### src/rtl/cmp_pkg.sv
// Shared types and default sizes for the LSU with store buffer.
// Imported by the interface, the store buffer and the LSU top.
package cmp_pkg;

  localparam int DEF_DATA_W   = 64;
  localparam int DEF_ADDR_W   = 32;
  localparam int DEF_RD_W     = 5;
  localparam int DEF_SB_DEPTH = 4;

  typedef enum logic [2:0] {
    IDLE    = 3'd0,
    ST_REQ  = 3'd1,
    LD_REQ  = 3'd2,
    LD_WAIT = 3'd3,
    LD_DONE = 3'd4
  } lsu_state_e;

endpackage

### src/rtl/cmp_lsu_if.sv
// Memory-side bus between the LSU (master) and the memory (slave).
// Requests are held until mem_gnt; read data returns on mem_rvalid.
interface cmp_lsu_if
  import cmp_pkg::*;
#(
  parameter int ADDR_W = DEF_ADDR_W,
  parameter int DATA_W = DEF_DATA_W
);

  logic              mem_en;
  logic              mem_wr_en;
  logic [ADDR_W-1:0] mem_addr;
  logic [DATA_W-1:0] mem_d_out;
  logic              mem_gnt;
  logic [DATA_W-1:0] mem_d_in;
  logic              mem_rvalid;

  modport master (
    output mem_en, mem_wr_en, mem_addr, mem_d_out,
    input  mem_gnt, mem_d_in, mem_rvalid
  );

  modport slave (
    input  mem_en, mem_wr_en, mem_addr, mem_d_out,
    output mem_gnt, mem_d_in, mem_rvalid
  );

endinterface

### src/rtl/cmp_store_buf.sv
// In-order store FIFO with occupancy count and a youngest-match
// address lookup used to forward store data to loads.
module cmp_store_buf
  import cmp_pkg::*;
#(
  parameter int DATA_W   = DEF_DATA_W,
  parameter int ADDR_W   = DEF_ADDR_W,
  parameter int SB_DEPTH = DEF_SB_DEPTH
) (
  input  logic                            clk,
  input  logic                            reset,
  input  logic                            push,
  input  logic [ADDR_W-1:0]               push_addr,
  input  logic [DATA_W-1:0]               push_data,
  input  logic                            pop,
  output logic [ADDR_W-1:0]               head_addr,
  output logic [DATA_W-1:0]               head_data,
  input  logic [ADDR_W-1:0]               lk_addr,
  output logic                            lk_hit,
  output logic [DATA_W-1:0]               lk_data,
  output logic [$clog2(SB_DEPTH+1)-1:0]   count,
  output logic                            full,
  output logic                            empty
);

  localparam int PW = $clog2(SB_DEPTH);
  localparam int CW = $clog2(SB_DEPTH+1);

  logic [ADDR_W-1:0] addr_q [SB_DEPTH];
  logic [DATA_W-1:0] data_q [SB_DEPTH];
  logic [PW-1:0]     head_q, head_d;
  logic [PW-1:0]     tail_q, tail_d;
  logic [CW-1:0]     count_q, count_d;
  logic [PW-1:0]     idx;

  // Pointer and occupancy update; push+pop keeps the count unchanged.
  always_comb begin
    head_d  = head_q;
    tail_d  = tail_q;
    count_d = count_q;
    if (push) tail_d = tail_q + PW'(1);
    if (pop)  head_d = head_q + PW'(1);
    if (push && !pop) count_d = count_q + CW'(1);
    if (pop && !push) count_d = count_q - CW'(1);
  end

  // Pointer and count registers; reset discards pending stores.
  always_ff @(posedge clk or posedge reset) begin
    if (reset) begin
      head_q  <= '0;
      tail_q  <= '0;
      count_q <= '0;
    end else begin
      head_q  <= head_d;
      tail_q  <= tail_d;
      count_q <= count_d;
    end
  end

  // Entry storage, written at the tail on push.
  always_ff @(posedge clk or posedge reset) begin
    if (reset) begin
      for (int i = 0; i < SB_DEPTH; i++) begin
        addr_q[i] <= '0;
        data_q[i] <= '0;
      end
    end else if (push) begin
      addr_q[tail_q] <= push_addr;
      data_q[tail_q] <= push_data;
    end
  end

  // Walk oldest to youngest so the last match (youngest) wins.
  always_comb begin
    lk_hit  = 1'b0;
    lk_data = '0;
    idx     = '0;
    for (int i = 0; i < SB_DEPTH; i++) begin
      idx = head_q + PW'(i);
      if (CW'(i) < count_q && addr_q[idx] == lk_addr) begin
        lk_hit  = 1'b1;
        lk_data = data_q[idx];
      end
    end
  end

  assign head_addr = addr_q[head_q];
  assign head_data = data_q[head_q];
  assign count     = count_q;
  assign full      = (count_q == CW'(SB_DEPTH));
  assign empty     = (count_q == '0);

endmodule

### src/rtl/cmp_lsu.sv
// Load/store unit: buffers stores and drains them in order, forwards
// buffered data to hitting loads, and fetches missing loads from memory.
module cmp_lsu
  import cmp_pkg::*;
#(
  parameter int DATA_W   = DEF_DATA_W,
  parameter int ADDR_W   = DEF_ADDR_W,
  parameter int RD_W     = DEF_RD_W,
  parameter int SB_DEPTH = DEF_SB_DEPTH
) (
  input  logic                          clk,
  input  logic                          reset,
  input  logic                          req_valid,
  input  logic                          req_wr,
  input  logic [ADDR_W-1:0]             req_addr,
  input  logic [DATA_W-1:0]             req_data,
  input  logic [RD_W-1:0]               req_rd,
  output logic                          req_ready,
  output logic                          ld_valid,
  output logic [RD_W-1:0]               ld_rd,
  output logic [DATA_W-1:0]             ld_data,
  cmp_lsu_if.master                     mem,
  output logic [$clog2(SB_DEPTH+1)-1:0] sb_count,
  output logic                          sb_empty
);

  lsu_state_e        state_q, state_d;
  logic [ADDR_W-1:0] ld_addr_q, ld_addr_d;
  logic [RD_W-1:0]   ld_tag_q, ld_tag_d;
  logic [DATA_W-1:0] ld_buf_q, ld_buf_d;
  logic              ld_valid_q, ld_valid_d;
  logic [RD_W-1:0]   ld_rd_q, ld_rd_d;
  logic [DATA_W-1:0] ld_data_q, ld_data_d;
  logic              mem_en_q, mem_en_d;
  logic              mem_wr_q, mem_wr_d;

  logic              sb_push, sb_pop, sb_full;
  logic              lk_hit;
  logic [DATA_W-1:0] lk_data;
  logic [ADDR_W-1:0] head_addr;
  logic [DATA_W-1:0] head_data;
  logic              is_ld, ld_hit_acc, ld_miss, ld_done_acc;

  cmp_store_buf #(
    .DATA_W   (DATA_W),
    .ADDR_W   (ADDR_W),
    .SB_DEPTH (SB_DEPTH)
  ) u_sb (
    .clk       (clk),
    .reset     (reset),
    .push      (sb_push),
    .push_addr (req_addr),
    .push_data (req_data),
    .pop       (sb_pop),
    .head_addr (head_addr),
    .head_data (head_data),
    .lk_addr   (req_addr),
    .lk_hit    (lk_hit),
    .lk_data   (lk_data),
    .count     (sb_count),
    .full      (sb_full),
    .empty     (sb_empty)
  );

  // Request classification; stores bypass the FSM and only need space.
  always_comb begin
    is_ld       = req_valid && !req_wr;
    ld_hit_acc  = is_ld && state_q == IDLE && lk_hit;
    ld_miss     = is_ld && state_q == IDLE && !lk_hit;
    ld_done_acc = is_ld && state_q == LD_DONE;
    sb_push     = req_valid && req_wr && !sb_full && !reset;
    sb_pop      = state_q == ST_REQ && mem.mem_gnt;
    req_ready   = 1'b0;
    if (req_valid && !reset) begin
      if (req_wr) req_ready = !sb_full;
      else        req_ready = ld_hit_acc || ld_done_acc;
    end
  end

  // Next-state and writeback; load misses win over starting a drain.
  always_comb begin
    state_d    = state_q;
    ld_addr_d  = ld_addr_q;
    ld_tag_d   = ld_tag_q;
    ld_buf_d   = ld_buf_q;
    ld_valid_d = 1'b0;
    ld_rd_d    = ld_rd_q;
    ld_data_d  = ld_data_q;
    unique case (state_q)
      IDLE: begin
        if (ld_miss) begin
          state_d   = LD_REQ;
          ld_addr_d = req_addr;
          ld_tag_d  = req_rd;
        end else if (!sb_empty) begin
          state_d = ST_REQ;
        end
      end
      ST_REQ:  if (mem.mem_gnt) state_d = IDLE;
      LD_REQ:  if (mem.mem_gnt) state_d = LD_WAIT;
      LD_WAIT: begin
        if (mem.mem_rvalid) begin
          state_d  = LD_DONE;
          ld_buf_d = mem.mem_d_in;
        end
      end
      LD_DONE: if (ld_done_acc) state_d = IDLE;
      default: state_d = IDLE;
    endcase
    if (ld_hit_acc) begin
      ld_valid_d = 1'b1;
      ld_rd_d    = req_rd;
      ld_data_d  = lk_data;
    end
    if (ld_done_acc) begin
      ld_valid_d = 1'b1;
      ld_rd_d    = ld_tag_q;
      ld_data_d  = ld_buf_q;
    end
    mem_en_d = state_d == ST_REQ || state_d == LD_REQ;
    mem_wr_d = state_d == ST_REQ;
  end

  // FSM state, load capture and registered outputs.
  always_ff @(posedge clk or posedge reset) begin
    if (reset) begin
      state_q    <= IDLE;
      ld_addr_q  <= '0;
      ld_tag_q   <= '0;
      ld_buf_q   <= '0;
      ld_valid_q <= 1'b0;
      ld_rd_q    <= '0;
      ld_data_q  <= '0;
      mem_en_q   <= 1'b0;
      mem_wr_q   <= 1'b0;
    end else begin
      state_q    <= state_d;
      ld_addr_q  <= ld_addr_d;
      ld_tag_q   <= ld_tag_d;
      ld_buf_q   <= ld_buf_d;
      ld_valid_q <= ld_valid_d;
      ld_rd_q    <= ld_rd_d;
      ld_data_q  <= ld_data_d;
      mem_en_q   <= mem_en_d;
      mem_wr_q   <= mem_wr_d;
    end
  end

  assign ld_valid      = ld_valid_q;
  assign ld_rd         = ld_rd_q;
  assign ld_data       = ld_data_q;
  assign mem.mem_en    = mem_en_q;
  assign mem.mem_wr_en = mem_wr_q;
  assign mem.mem_addr  = (state_q == LD_REQ) ? ld_addr_q : head_addr;
  assign mem.mem_d_out = head_data;

endmodule

### src/flat_wrapper.sv
// flat-port wrapper written by rule: the top's interface ports become plain ports
module cmp_lsu_flat import cmp_pkg::*;
#(
  parameter int DATA_W   = DEF_DATA_W,
  parameter int ADDR_W   = DEF_ADDR_W,
  parameter int RD_W     = DEF_RD_W,
  parameter int SB_DEPTH = DEF_SB_DEPTH
)
  (clk, reset, req_valid, req_wr, req_addr, req_data, req_rd, req_ready, ld_valid, ld_rd, ld_data, sb_count, sb_empty, mem_mem_en, mem_mem_wr_en, mem_mem_addr, mem_mem_d_out, mem_mem_gnt, mem_mem_d_in, mem_mem_rvalid);
  cmp_lsu_if #(.ADDR_W(ADDR_W), .DATA_W(DATA_W)) mem_i ();
  input  logic clk;
  input  logic reset;
  input  logic req_valid;
  input  logic req_wr;
  input  logic [ADDR_W-1:0] req_addr;
  input  logic [DATA_W-1:0] req_data;
  input  logic [RD_W-1:0] req_rd;
  output logic req_ready;
  output logic ld_valid;
  output logic [RD_W-1:0] ld_rd;
  output logic [DATA_W-1:0] ld_data;
  output logic [$clog2(SB_DEPTH+1)-1:0] sb_count;
  output logic sb_empty;
  output wire logic [$bits(mem_i.mem_en)-1:0] mem_mem_en;
  output wire logic [$bits(mem_i.mem_wr_en)-1:0] mem_mem_wr_en;
  output wire logic [$bits(mem_i.mem_addr)-1:0] mem_mem_addr;
  output wire logic [$bits(mem_i.mem_d_out)-1:0] mem_mem_d_out;
  input wire logic [$bits(mem_i.mem_gnt)-1:0] mem_mem_gnt;
  input wire logic [$bits(mem_i.mem_d_in)-1:0] mem_mem_d_in;
  input wire logic [$bits(mem_i.mem_rvalid)-1:0] mem_mem_rvalid;
  assign mem_mem_en = mem_i.mem_en;
  assign mem_mem_wr_en = mem_i.mem_wr_en;
  assign mem_mem_addr = mem_i.mem_addr;
  assign mem_mem_d_out = mem_i.mem_d_out;
  assign mem_i.mem_gnt = mem_mem_gnt;
  assign mem_i.mem_d_in = mem_mem_d_in;
  assign mem_i.mem_rvalid = mem_mem_rvalid;
  cmp_lsu #(.DATA_W(DATA_W), .ADDR_W(ADDR_W), .RD_W(RD_W), .SB_DEPTH(SB_DEPTH)) u_core (.clk(clk), .reset(reset), .req_valid(req_valid), .req_wr(req_wr), .req_addr(req_addr), .req_data(req_data), .req_rd(req_rd), .req_ready(req_ready), .ld_valid(ld_valid), .ld_rd(ld_rd), .ld_data(ld_data), .mem(mem_i), .sb_count(sb_count), .sb_empty(sb_empty));
endmodule
### config.mk
export PLATFORM = sky130hd
export DESIGN_NAME = cmp_lsu_flat
export DESIGN_NICKNAME = d
export VERILOG_FILES = /design/src/rtl/cmp_pkg.sv /design/src/rtl/cmp_lsu_if.sv /design/src/rtl/cmp_store_buf.sv /design/src/rtl/cmp_lsu.sv /design/src/flat_wrapper.sv
export SDC_FILE = /design/constraint.sdc
export NUM_CORES = 2
export LEC_CHECK = 0
export ABC_AREA = 1
export BUFFER_PORTS_ARGS = -buffer_cell sky130_fd_sc_hd__buf_2
export CORE_MARGIN = 8
export CORE_UTILIZATION = 55
export CTS_CLUSTER_SIZE = 10
export DETAILED_ROUTE_END_ITERATION = 16
export GPL_TIMING_DRIVEN = 0
export PLACE_DENSITY_LB_ADDON = 0.15
export SLEW_MARGIN = 10
export SYNTH_ARGS = -nofsm -noshare
export SYNTH_HDL_FRONTEND = slang
export SYNTH_SLANG_ARGS = --single-unit
### constraint.sdc
create_clock -name clk -period 16 [get_ports clk]
set_clock_uncertainty 0.15 [all_clocks]
set_input_delay 1.6 -clock clk [delete_from_list [all_inputs] [get_ports clk]]
set_output_delay 1.6 -clock clk [all_outputs]
set_load 0.05 [all_outputs]
==> results.py <==
metrics = {
    "synthesis": {
        "synthTopCellsByArea": "dfrtp_1 41%, nand2_1 23%, o21ai_0 13%",
        "yosys.area_share.adder": 0.003227,
        "yosys.area.top_type": "dfrtp_1",
        "yosysWarnings": 0,
        "synth_top_family_by_area": "simple AND/OR/NAND/NOR gates",
        "synth_ff_type": "dfrtp_1",
        "synth_compound_area_frac": 0.1450,
        "synth_xor_area_frac": 0.005521,
        "netlist.area_leader.share": 0.4065,
        "yosysSeqAreaShare": 0.4065,
        "synth_edf_count": 0,
        "ys_seq_elements": 567,
        "async_flop_share": 1.000,
        "synthMuxAreaShare": 0.03872,
        "syn_inst": 5221,
        "synthesis.area_mm2": 0.03490,
        "synth_most_common_cell": "nand2_1",
        "syn_area_per_cell_um2": 6.685,
        "ys_types": 34,
        "syn_nets": 5401,
        "yosys.area_share.simple": 0.3155,
        "synth_commonest_cells": "2132 x nand2_1, 875 x o21ai_0, 567 x dfrtp_1, 410 x nand3_1, 370 x inv_1",
    },
    "critical_path": {
        "cp-end-kind": "primary output",
        "path_class": "reg2out",
        "cp.required_ps": 14250,
        "r2r_slack_ps": 11170,
        "cp-start-kind": "register",
        "crit_fanout": 10,
        "arrival_ps": 4910,
    },
    "floorplan": {
        "die-height_um": 267.9,
        "fp-row-count": 92,
        "initial_core_util": 0.5543,
        "design.portCount": 344,
        "die-area_mm2": 0.07177,
        "core_area_mm2": 0.06297,
        "die_w_um": 267.9,
    },
    "power_and_ir_drop": {
        "switching_share": 0.5630,
        "p_per_area_mw_per_mm2": 259.1,
        "max-vdd-ir-drop_mv": 0.2222,
        "power.leakage_nw": 21.16,
        "combPwrFrac": 0.607,
        "sequentialPowerShare": 0.250,
        "p_int_mw": 4.537,
        "p_total_mw": 10.38,
        "p_switching_mw": 5.846,
        "clockPowerShare": 0.142,
    },
    "grt": {
        "grt_pass1_wl_um": 227100,
        "grt_max_degree": 38,
        "grt_usage": 0.4171,
        "overflow": 0,
        "antenna_found_initial": 6,
        "grt_pass1_vias": 37053,
    },
    "place": {
        "placedCellCount": 6427,
        "portBuffers": 343,
        "dpl.hpwl_um": 113600,
        "place.gp.congestion": 1.037,
        "placed_cell_area_mm2": 0.03805,
        "place_ws_ps": 9878,
    },
    "clock_network": {
        "numCtsBuffers": 70,
        "cts_setup_buffers": 0,
        "clk_path_buf_depth": 3,
        "clk_latency_ps": 630,
        "cts.root.buffer_cell": "clkbuf_16",
        "ctsHtreeMaxLevel": 3,
        "cts_hold_buffers": 0,
        "clk_pin_slew_ps": 60,
        "cts.repair.resized": 0,
        "cts_tree": "built",
        "cts_sinks": 567,
    },
    "route": {
        "drt-pass1-iter-count": 7,
        "drc": 0,
        "vias": 39355,
        "postRouteAntennaNets": 0,
        "wirelength_um": 153600,
        "wl_per_cell_um": 23.53,
        "drt_iter0_drc": 5261,
        "vias_per_cell": 6.030,
    },
    "sta": {
        "slew_viol_final": 0,
        "period_needed_ps": 6660,
        "finalHoldViolations": 0,
        "setup_tns_ps": 0,
        "max_slew.worst_pin.slew_ps": 1357,
        "setup_slack_ps": 9340,
        "max_freq_ghz": 0.1501,
        "fin_hold_ws_ps": 322.5,
        "slew_headroom": 0.09547,
        "setup_viol": 0,
        "post-route-period-util": 0.4163,
        "grt_setup_unrepaired": "no",
    },
    "cells_and_area": {
        "final_cell_area_mm2": 0.04008,
        "syn_to_final_growth_pct": 14.83,
        "drive_gt1_frac": 0.1117,
        "fillers": 5971,
        "utilization": 0.6365,
        "fin_nets": 5833,
        "fin_cells": 6527,
    },
    "job": {
        "cap_violations": 0,
    },
    "hold_path": {
        "hold_path_class": "reg2reg",
    },
    "status": {
        "status": "complete, no violations",
    },
}
==> flip-flops by register name (all words and copies together) (netlist names) <==
name	cells
u_core.ld_addr_q	32
u_core.ld_buf_q	64
u_core.ld_data	64
u_core.ld_rd	5
u_core.ld_tag_q	5
u_core.ld_valid	1
u_core.mem.mem_en	1
u_core.mem.mem_wr_en	1
u_core.state_q	3
u_core.u_sb.addr_q	128
u_core.u_sb.count	3
u_core.u_sb.data_q	256
u_core.u_sb.head_q	2
u_core.u_sb.tail_q	2
==> layout make-up <==
| cell class | count | area (um2) | share of cell area |
|---|---|---|---|
| multi-input combinational | 3929 | 17730 | 0.4424 |
| sequential | 567 | 14190 | 0.3540 |
| timing repair buffer | 360 | 2079 | 0.05189 |
| clock buffer | 89 | 1926 | 0.04805 |
| buffer | 347 | 1564 | 0.03902 |
| inverter | 378 | 1425 | 0.03556 |
| tap | 846 | 1059 | 0.02641 |
| clock inverter | 8 | 100.1 | 0.002498 |
| antenna | 3 | 7.507 | 0.0001873 |
==> cell usage in the layout, fill, tap and decap left out, types with 63 or more instances in the layout <==
master,Yosys,routed
a31oi_1,63,63
buf_2,78,421
clkbuf_1,194,203
clkbuf_16,0,72
dfrtp_1,567,567
inv_1,370,369
mux2_2,64,64
mux2i_1,63,63
nand2_1,2132,2132
nand3_1,410,410
nor2_1,224,224
o21ai_0,875,875
==> power by group through the flow <==
stage / sequential [mW] / combinational (mW) / clock, mW
floorplan: 2.74 / 3.92 / 0
global placement: 2.57 / 5.97 / 0
detailed placement: 2.59 / 6.07 / 0
CTS: 2.57 / 6.09 / 1.48
global route: 2.67 / 6.71 / 1.53
finish: 2.60 / 6.30 / 1.48
==> path summary, 6_finish.rpt <==
path / startpoint / to / cells after the start
worst max-delay path: u_core.u_sb.head_q[1] / req_ready / 19
worst min-delay path: u_core.ld_rd[2] / u_core.ld_rd[2] / 2
worst max register to register: u_core.u_sb.head_q[1] / u_core.ld_addr_q[14] / 15
worst min register to register: u_core.ld_rd[2] / u_core.ld_rd[2] / 2
max in group asynchronous: reset / u_core.u_sb.data_q[21] / 7
min in group asynchronous: reset / u_core.ld_tag_q[0] / 2
==> cell families after synthesis <==
kind of cell,Yosys count
and+or+nand+nor,2785
adders and majority gates,9
xor gates and xnor gates,22
AOI/OAI and AO/OA,986
buffers and inverters,725
muxes,127
DFF,567
==> metal layers <==
layer	GRT usage	part of all wire
met2	0.6228	0.42
met1	0.5335	0.38
met3	0.1294	0.13
met5	0	0.00018
met4	0.2419	0.067
==> critical path, stage by stage, from the launching register on <==
cell and delay [ps]:
dfrtp_1 360, buf_2 160, inv_2 90, clkbuf_1 980, nand3_1 220, nand3_1 130, nand2_1 70, nor2_1 360
nand2_1 150, nor2_1 130, nand3_1 180, nor2_2 340, nor2_1 140, nand2_1 90, nand2_1 110, buf_6 220
nand2_1 130, nand2_1 70, nand2_1 60, buf_2 290
(Power assumes the default switching activity.)
